$ cat src/rtl/clk_gen_multi.sv
// Multi-channel clock/strobe generator. Each channel divides clk by a
// runtime-programmable divisor and drives either a 50% square wave or a
// one-cycle strobe. New settings are staged in a shadow register and take
// effect only on a period boundary, so a running output never produces a
// shortened pulse. A global sync_start restarts every channel in phase.
module clk_gen_multi #(
  parameter int                    CH_COUNT  = 3,
  parameter int                    CH_SEL_W  = 2,
  parameter int                    CNT_W     = 17,
  parameter int                    DIV_RESET = 250,
  parameter logic [CH_COUNT-1:0]   EN_RESET  = {CH_COUNT{1'b1}}
) (
  input  logic                 clk,
  input  logic                 rst,
  input  logic                 sync_start,
  input  logic                 cfg_we,
  input  logic [CH_SEL_W-1:0]  cfg_ch,
  input  logic [CNT_W-1:0]     cfg_div,
  input  logic                 cfg_en,
  input  logic                 cfg_mode,
  output logic [CH_COUNT-1:0]  clk_out,
  output logic [CH_COUNT-1:0]  tick,
  output logic [CH_COUNT-1:0]  cfg_pending
);

  // Active configuration and running state
  logic [CNT_W-1:0]    cnt  [CH_COUNT];
  logic [CNT_W-1:0]    div  [CH_COUNT];
  logic [CH_COUNT-1:0] en;
  logic [CH_COUNT-1:0] mode;
  logic [CH_COUNT-1:0] sq;

  // Shadow configuration waiting for a period boundary
  logic [CNT_W-1:0]    sdiv [CH_COUNT];
  logic [CH_COUNT-1:0] sen;
  logic [CH_COUNT-1:0] smode;

  // Next-state values
  logic [CNT_W-1:0]    cnt_n  [CH_COUNT];
  logic [CNT_W-1:0]    div_n  [CH_COUNT];
  logic [CNT_W-1:0]    sdiv_n [CH_COUNT];
  logic [CH_COUNT-1:0] en_n;
  logic [CH_COUNT-1:0] mode_n;
  logic [CH_COUNT-1:0] sq_n;
  logic [CH_COUNT-1:0] tick_n;
  logic [CH_COUNT-1:0] clk_n;
  logic [CH_COUNT-1:0] pend_n;
  logic [CH_COUNT-1:0] sen_n;
  logic [CH_COUNT-1:0] smode_n;

  // Per-channel counting, shadow hand-over and output selection
  always_comb begin
    logic wr;
    logic running;
    logic term;
    logic apply;
    for (int i = 0; i < CH_COUNT; i++) begin
      cnt_n[i]   = cnt[i];
      div_n[i]   = div[i];
      sdiv_n[i]  = sdiv[i];
      en_n[i]    = en[i];
      mode_n[i]  = mode[i];
      sq_n[i]    = sq[i];
      tick_n[i]  = 1'b0;
      pend_n[i]  = cfg_pending[i];
      sen_n[i]   = sen[i];
      smode_n[i] = smode[i];

      // Writes addressed past the last channel match no index and are dropped
      wr      = cfg_we && (cfg_ch == CH_SEL_W'(i));
      running = en[i] && (div[i] != '0);
      term    = running && (cnt[i] == div[i] - 1'b1);

      // A stopped channel has no boundary to wait for; sync forces hand-over
      if (sync_start)
        apply = cfg_pending[i] || wr;
      else
        apply = cfg_pending[i] && (term || !running);

      // Counter/square state evolves under the configuration of the
      // period that is ending; the new settings start with the next one
      if (sync_start) begin
        cnt_n[i] = '0;
        sq_n[i]  = 1'b0;
      end else if (!en[i]) begin
        cnt_n[i] = '0;
        sq_n[i]  = 1'b0;
      end else if (div[i] == '0) begin
        cnt_n[i] = '0;
      end else if (term) begin
        cnt_n[i]  = '0;
        tick_n[i] = 1'b1;
        sq_n[i]   = ~sq[i];
      end else begin
        cnt_n[i] = cnt[i] + 1'b1;
      end

      // A write landing together with sync bypasses the shadow
      if (apply) begin
        if (sync_start && wr) begin
          div_n[i]  = cfg_div;
          en_n[i]   = cfg_en;
          mode_n[i] = cfg_mode;
        end else begin
          div_n[i]  = sdiv[i];
          en_n[i]   = sen[i];
          mode_n[i] = smode[i];
        end
      end

      // The old shadow is consumed before a same-cycle write replaces it
      if (wr) begin
        sdiv_n[i]  = cfg_div;
        sen_n[i]   = cfg_en;
        smode_n[i] = cfg_mode;
      end

      if (sync_start)
        pend_n[i] = 1'b0;
      else if (wr)
        pend_n[i] = 1'b1;
      else if (apply)
        pend_n[i] = 1'b0;

      clk_n[i] = mode_n[i] ? tick_n[i] : sq_n[i];
    end
  end

  // State and output registers; reset restores the power-up configuration
  always_ff @(posedge clk) begin
    for (int i = 0; i < CH_COUNT; i++) begin
      if (rst) begin
        cnt[i]         <= '0;
        div[i]         <= CNT_W'(DIV_RESET);
        en[i]          <= EN_RESET[i];
        mode[i]        <= 1'b0;
        sq[i]          <= 1'b0;
        tick[i]        <= 1'b0;
        clk_out[i]     <= 1'b0;
        cfg_pending[i] <= 1'b0;
      end else begin
        cnt[i]         <= cnt_n[i];
        div[i]         <= div_n[i];
        en[i]          <= en_n[i];
        mode[i]        <= mode_n[i];
        sq[i]          <= sq_n[i];
        tick[i]        <= tick_n[i];
        clk_out[i]     <= clk_n[i];
        cfg_pending[i] <= pend_n[i];
      end
    end
  end

  // Shadow contents are only meaningful while cfg_pending is set
  always_ff @(posedge clk) begin
    for (int i = 0; i < CH_COUNT; i++) begin
      sdiv[i]  <= sdiv_n[i];
      sen[i]   <= sen_n[i];
      smode[i] <= smode_n[i];
    end
  end

endmodule
$ cat config.mk
export PLATFORM = sky130hd
export DESIGN_NAME = clk_gen_multi
export DESIGN_NICKNAME = d
export VERILOG_FILES = /design/src/rtl/clk_gen_multi.sv
export SDC_FILE = /design/constraint.sdc
export NUM_CORES = 1
export LEC_CHECK = 0
export ABC_AREA = 1
export BUFFER_PORTS_ARGS = -buffer_cell sky130_fd_sc_hd__buf_2
export CORE_AREA = 2 2 125 127
export DETAILED_ROUTE_END_ITERATION = 6
export DIE_AREA = 0 0 127 129
export HOLD_SLACK_MARGIN = 0.12
export PLACE_DENSITY = 0.81
export SYNTH_ARGS = -nofsm -noshare
export SYNTH_HDL_FRONTEND = slang
export SYNTH_SLANG_ARGS = --single-unit
export TNS_END_PERCENT = 50
$ cat constraint.sdc
create_clock -name clk -period 4.3 [get_ports clk]
set_input_delay 0.86 -clock clk [delete_from_list [all_inputs] [get_ports clk]]
set_output_delay 0.86 -clock clk [all_outputs]
set_load 0.005 [all_outputs]
Yosys cells after proc, flatten, opt, wreduce, memory -nomap -nowiden
Memories as Yosys holds them, arrays and structs flattened. Index checks and enable logic that the tools add are counted.

Bits in registers: 24. Bits in writable memories: 153. Output and inout bits: 9. Logic and storage cells: 149. Memories: 3.

Add/sub/neg operators: 6. Eq/ne operators: 5. Muxes and demuxes: 75. Bitwise operators: 9. Reductions and logical operators: 35.

Memories: cnt (words 3, bits a word 17, read ports 3, clocked after Yosys merged registers in 0, wr ports 3, line 27) `logic [CNT_W-1:0] cnt [CH_COUNT];`; div (words 3, bits a word 17, read ports 3, clocked after Yosys merged registers in 0, wr ports 3, line 28) `logic [CNT_W-1:0] div [CH_COUNT];`; sdiv (words 3, bits a word 17, read ports 3, clocked after Yosys merged registers in 0, wr ports 3, line 34) `logic [CNT_W-1:0] sdiv [CH_COUNT];`.

Operators by type and width (number): $mux 17 (27); $add 17x1->17 const B (3); $eq 17x17->1 (3); $logic_not 17->1 (3); $reduce_bool 17->1 (3); $sub 17x1->17 const B (3); $mux 1 (48); $logic_and 1x1->1 (15); $logic_or 1x1->1 (6); $or 1x1->1 (6); $reduce_bool 2->1 (3); $logic_not 1->1 (3); $not 1->1 (3); $eq 2x1->1 const B (1); $eq 2x2->1 const B (1); $logic_not 2->1 (1); $reduce_or 2->1 (1).

Longest topological paths before layout
Gate-level depths: netlist of run 1.

Depth in word-level cells: 8. Gate-level depth with buffers: 21. Gate-level depth less buffers: 21.

Worst setup path before layout of run 1
Ideal clock, no wire load.

Kind: input to register. Start: input cfg_ch[1]. End: memory div[2][10]. Setup time: 86 ps. Arrival time: 3482 ps. Data required time: 4214 ps. Setup slack: 732 ps. Stages on the path: 9. Path through: inv_1 -> nor3_1 -> inv_1 -> nor2_1 -> inv_1 -> clkbuf_1 -> o21ai_0 -> nor2_1 -> a211oi_1.

RTL lines: start, declared (line 17) `input logic [CH_SEL_W-1:0] cfg_ch,`; end, declared (line 28).

==> impl_metrics.yaml, run 1 <==
final_layout:
  design_area_sq_um: 9990
  syn_to_final_growth_pct: 9.45
  reg.largest.list: "cnt: 51 flops, div: 51 flops, sdiv: 51 flops"
  n_antenna_cell: 0
  fin_nets: 1268
  nFillCells: 1275
  drive_above_1_share_pct: 9.38
synth:
  yosysMostFrequentCell: "nand2_1"
  synth_edf_count: 57
  synthesis.area_sq_um: 9120
  synthArstFlopShare_pct: 0
  ys_types: 39
  synth_top_area_share_pct: 26.3
  synth_warnings: 0
  yosys.area.top_type: "dfxtp_1"
  seq_area_frac_synth_pct: 45.1
  synth_cells: 1205
  syn_nets: 1239
  synth-seq-cells: 177
  synthTopCellsByArea: "dfxtp_1 (26%), edfxtp_1 (19%), nand2_1 (12%)"
  synth_flop_cell: "dfxtp_1"
  synth_commonest_cells: "nand2_1 (296), nor2_1 (165), inv_1 (133)"
  avgSynthCellArea_sq_um: 7.57
clock_network:
  cts_tree: "built"
  cts_buffers: 17
  cts_setup_buffers: 0
  insertion_delay_ns: 0.44
  ctsHoldBuffers: 0
  clk_path_buf_depth: 2
  cts-root-buf: "clkbuf_16"
  cts_max_level: 4
  cts_sinks: 177
  clkTransAtPathRegs_ns: 0.07
  cts_repair_resize_count: 0
detailed_routing:
  wl_per_cell_um: 14.5
  viasPerCell: 5.44
  drtIter0Drc: 632
  drc: 0
  dr.pass1.iters: 5
  ant_nets: 0
  wl_um: 20800
  vias: 7807
pwr:
  switching_share_pct: 25.2
  p_comb_share_pct: 7.2
  switchingPower_mw: 0.901
  powerDensity_nw_per_um2: 358
  p_leak_nw: 4.29
  clkPwrFrac_pct: 42.2
  intPower_mw: 2.68
  finalPower_mw: 3.58
  ir_drop_mv: 0.294
  p_seq_share_pct: 50.6
critical_path:
  max_stage_delay_ns: 0.33
  cp_max_fo: 23
  cp-end-kind: "flop"
  worst_path_most_repeated_cell: "nand2_1"
  critPathLaunch: "div[0][0]$_SDFFE_PP0N_"
  cpMaxStageDelayCell: "dfxtp_1"
  worst_setup_path_start_kind: "flop"
  crit_type: "reg -> reg"
  critical_path_arrival_ns: 3.17
  r2r-start: "div[0][0]$_SDFFE_PP0N_"
  r2r_cells: 17
  cp_cell_sequence: "inv_1 > ha_1 > nand2_1 > nor2_1 > nand2_1 > nand3_1 > nand2_1 > nor2_1 > nand2_1 > nor2_2 > nand2_2 > nand2_1 > nand2_1 > nand2_2 > inv_2 > o21ai_0 > a21oi_1"
  worstPathRequired_ns: 4.62
sta:
  max_freq_mhz: 351
  slew_viol_final: 0
  min_period_over_period_pct: 66.2
  fin_setup_tns_ns: 0
  finClkSkew_ns: 0.00924
  finalHoldViolations: 0
  rsz0062_at_grt: "false"
  finalSetupViolations: 0
  worst_hold_slack_ns: 0.478
  max_slew.worst_pin.slew_ns: 0.908
  fin_crit_ns: 2.85
  slew_headroom_pct: 39.2
floorplan:
  die_y_um: 129
  core_area_sq_um: 15000
  dieArea_sq_um: 16400
  start_util_pct: 60.9
  rows: 45
  pin_count: 34
  die_w_um: 127
grt:
  grt_start_max_net_pins: 40
  antenna_found_initial: 0
  grt_pass1_vias: 7321
  overflow: 0
  grt_pass1_wl_um: 34400
  grt_util_all_layers_pct: 26.5
placement:
  gp_congestion: 0.927
  dp_hpwl_um: 15700
  portBuffers: 33
  dpl_cell_area_sq_um: 9410
run:
  maxCapViolations: 0
hold_path:
  hold_class: "reg -> reg"
  hp-start: "en[2]$_SDFFE_PP1N_"
  min_path_cells: 2
status:
  outcome: "finished clean"
-- kinds of logic (layout without fill, tap and decap cells) --
| group | Yosys count | after routing | share of synthesized area, % |
|---|---|---|---|
| simple gates | 618 | 618 | 29.3 |
| flops | 177 | 177 | 45.1 |
| compound gates | 167 | 167 | 10.3 |
| buf+inv | 164 | 206 | 7.39 |
| xor+xnor | 70 | 70 | 6.72 |
| fa+ha+maj | 9 | 9 | 1.23 |
-- power groups by stage --
| stage | sequential, mW | clock (mW) | combinational, mW |
|---|---|---|---|
| 5_1_grt | 1.81 | 1.59 | 0.293 |
| 6_report | 1.81 | 1.51 | 0.259 |
| 2_1_floorplan | 1.84 | 0 | 0.183 |
| 4_1_cts | 1.81 | 1.53 | 0.257 |
| 3_3_place_gp | 1.85 | 0 | 0.249 |
| 3_5_place_dp | 1.85 | 0 | 0.254 |
-- worst max-delay path: cells and delay by family (launching register included) --
| kind | cells | cell delay, ns |
|---|---|---|
| fa+ha+maj | 1 | 0.21 |
| simple gates | 12 | 1.60 |
| compound gates | 2 | 0.25 |
| flops | 1 | 0.33 |
| buf+inv | 2 | 0.32 |
-- metal layers --
| metal | vias to the layer above | wire (um) | track usage [%] |
|---|---|---|---|
| li1 | 3946 | - | - |
| met4 | 0 | 532 | 10.5 |
| met2 | 238 | 10000 | 44.4 |
| met1 | 3576 | 9030 | 34.2 |
| met5 | - | 0 | 0 |
| met3 | 47 | 1200 | 5.28 |
-- metrics by stage --
step	cells	worst slack (ns)	utilization (%)
2_1_floorplan	1205	0.732	-
3_3_place_gp	1403	1.39	62.8
3_5_place_dp	1403	1.32	62.8
4_1_cts	1435	1.52	66.7
5_1_grt	1435	1.09	66.7
6_report	1435	1.45	66.7
-- final timing paths --
check,end,slack [ns]
setup / recovery,div[0][8]$_SDFFE_PP0N_,1.45
hold / removal,en[2]$_SDFFE_PP1N_,0.48
setup reg to reg,div[0][8]$_SDFFE_PP0N_,1.45
hold reg to reg,en[2]$_SDFFE_PP1N_,0.48
-- cell usage in the layout, fill, tap and decap left out, types with 10 or more instances in the layout --
cell type  Yosys  layout
a21oi_1       48      48
buf_2          5      33
clkbuf_16      0      17
dfxtp_1      120     120
edfxtp_1      57      57
inv_1        133     133
nand2_1      296     296
nand3_1       64      64
nand4_1       11      11
nor2_1       165     165
nor2_2        15      15
nor3_1        16      14
nor3b_1       10      10
o21ai_0       77      77
o21ai_1       17      17
or2_2         10      10
xnor2_1       18      18
xor2_1        52      52
-- final cells by class --
cell class / count / area [sq um] / share of cell area [%]
Clock buffer: 18 / 429 / 4.30
Clock inverter: 14 / 149 / 1.49
Inverter: 136 / 510 / 5.11
Multi-Input combinational cell: 864 / 4350 / 43.5
Sequential cell: 177 / 4110 / 41.2
Tap cell: 188 / 235 / 2.36
Timing Repair Buffer: 38 / 203 / 2.03
No activity file was read; power rests on OpenSTA's default activity.
==> run 2: changes to the inputs <==
CORE_AREA = 2 2 131 133   (was 2 2 125 127)
DIE_AREA = 0 0 133 135   (was 0 0 127 129)
PLACE_DENSITY = 0.78   (was 0.81)
clock period = 2.6 ns   (was 4.3 ns; I/O delays follow)
==> impl_metrics.yaml, run 2 (synthesis gave the netlist of run 1 again) <==
detailed_routing:
  viasPerCell: 5.15
  wl_um: 20600
  dr.pass1.iters: 5
  vias: 7611
  wl_per_cell_um: 14.0
  drtIter0Drc: 553
  ant_nets: 0
  drc: 0
pwr:
  switchingPower_mw: 1.49
  switching_share_pct: 24.7
  p_comb_share_pct: 7.4
  ir_drop_mv: 0.519
  powerDensity_nw_per_um2: 591
  p_seq_share_pct: 49.6
  finalPower_mw: 6.04
  clkPwrFrac_pct: 43.0
  p_leak_nw: 4.36
  intPower_mw: 4.55
floorplan:
  dieArea_sq_um: 18000
  rows: 47
  die_y_um: 135
  pin_count: 34
  core_area_sq_um: 16400
  die_w_um: 133
  start_util_pct: 55.6
clock_network:
  cts_max_level: 4
  insertion_delay_ns: 0.44
  cts_repair_resize_count: 0
  clkTransAtPathRegs_ns: 0.07
  cts_sinks: 177
  cts-root-buf: "clkbuf_16"
  cts_setup_buffers: 0
  cts_buffers: 17
  cts_tree: "built"
  clk_path_buf_depth: 2
  ctsHoldBuffers: 0
placement:
  dp_hpwl_um: 15200
  dp_slack_ns: 0.0967
  portBuffers: 33
  dpl_cell_area_sq_um: 9530
  gp_congestion: 0.919
run:
  maxCapViolations: 0
final_layout:
  n_antenna_cell: 0
  drive_above_1_share_pct: 10.7
  syn_to_final_growth_pct: 12.0
  layout_common_cells: "nand2_1 (294), nor2_1 (163), inv_1 (132)"
  final_common_cell: "nand2_1"
  fin_nets: 1278
  design_area_sq_um: 10200
  reg.largest.list: "cnt: 51 flops, div: 51 flops, sdiv: 51 flops"
critical_path:
  critical_path_arrival_ns: 2.77
  cp_cell_sequence: "inv_1 > ha_2 > nand2_1 > nor2_4 > inv_2 > nor2_2 > xor2_1 > nand3b_1 > nor2_2 > nand2_2 > nand2_4 > nand2_8 > nand2_1 > nand3_1 > nand2_1 > nand2_1 > inv_1"
  cp_max_fo: 17
  cp_num_buf_inv: 3
  worst_path_most_repeated_cell: "nand2_1"
  cpMaxStageDelayCell: "dfxtp_1"
  crit_family: "simple AND/OR/NAND/NOR gates"
  max_stage_delay_ns: 0.32
  worst_setup_path_start_kind: "flop"
  worstPathRequired_ns: 2.98
  crit_type: "reg -> reg"
  cp-end-kind: "flop"
sta:
  rsz0062_at_grt: "true"
  slew_headroom_pct: 51.3
  max_freq_mhz: 419
  fin_setup_tns_ns: 0
  max_slew.worst_pin.slew_ns: 0.725
  finClkSkew_ns: 0.00993
  finalSetupViolations: 0
  worst_hold_slack_ns: 0.303
  fin_crit_ns: 2.38
  min_period_over_period_pct: 91.7
  slew_viol_final: 0
  finalHoldViolations: 0
  layout_setup_ws_ns: 0.216
grt:
  grt_util_all_layers_pct: 23.7
  overflow: 0
  grt_pass1_vias: 7129
  antenna_found_initial: 0
  grt_pass1_wl_um: 33900
  grt_start_max_net_pins: 39
hold_path:
  hold_class: "in -> reg"
status:
  outcome: "finished clean"
==> run 2: cell types whose count changed in the layout (fill, tap and decap cells not counted), sizes merged <==
cell / before / now
buf: 38 / 47
inv: 141 / 139
bufinv: 1 / 2
clkbuf: 18 / 19
clkinv: 6 / 7
clkinvlp: 2 / 1
nand2: 303 / 304
==> run 2: final timing paths <==
check / from / endpoint / slack, ns / cells after the start
max: div[1][0]$_SDFFE_PP0N_ / clk_out[1]$_SDFF_PP0_ / 0.22 / 17
min: cfg_div[10] / sdiv[0][44]$_DFFE_PP_ / 0.30 / 1
max reg2reg: div[1][0]$_SDFFE_PP0N_ / clk_out[1]$_SDFF_PP0_ / 0.22 / 17
min reg2reg: cnt[2][0]$_SDFF_PP0_ / cnt[2][0]$_SDFF_PP0_ / 0.49 / 1
==> run 2: power groups by stage <==
stage	combinational, mW	clock (mW)	sequential [mW]
floorplan	0.305	0	3.04
detailed placement	0.430	0	3.05
finish	0.447	2.60	2.99
CTS	0.434	2.63	2.99
global placement	0.423	0	3.05
global route	0.502	2.74	3.00
==> run 2: metrics by stage <==
step                      utilization [%]  instances
final                                62.3       1477
after global routing                 62.3       1477
after CTS                            61.7       1476
after detailed placement             58.1       1444
after global placement               58.1       1444
after floorplan                         -       1205
==> run 2: per-layer routing <==
layer	GRT usage [%]	part of all wire [%]	wire length (um)	vias to the layer above
li1	-	-	-	3974
met1	31.5	47	9590	3437
met2	39.1	47	9630	174
met3	4.65	5.0	1040	26
met4	7.83	1.7	356	0
met5	0	0	0	-
==> run 2: cell type report <==
| type | instances | area [sq um] |
|---|---|---|
| clock buffers | 19 | 443 |
| clock inverters | 13 | 154 |
| fillers | 1389 | 6190 |
| inverters | 136 | 515 |
| multi-input cells | 865 | 4440 |
| flip-flops and latches | 177 | 4110 |
| well taps | 220 | 275 |
| repair buffers | 47 | 278 |
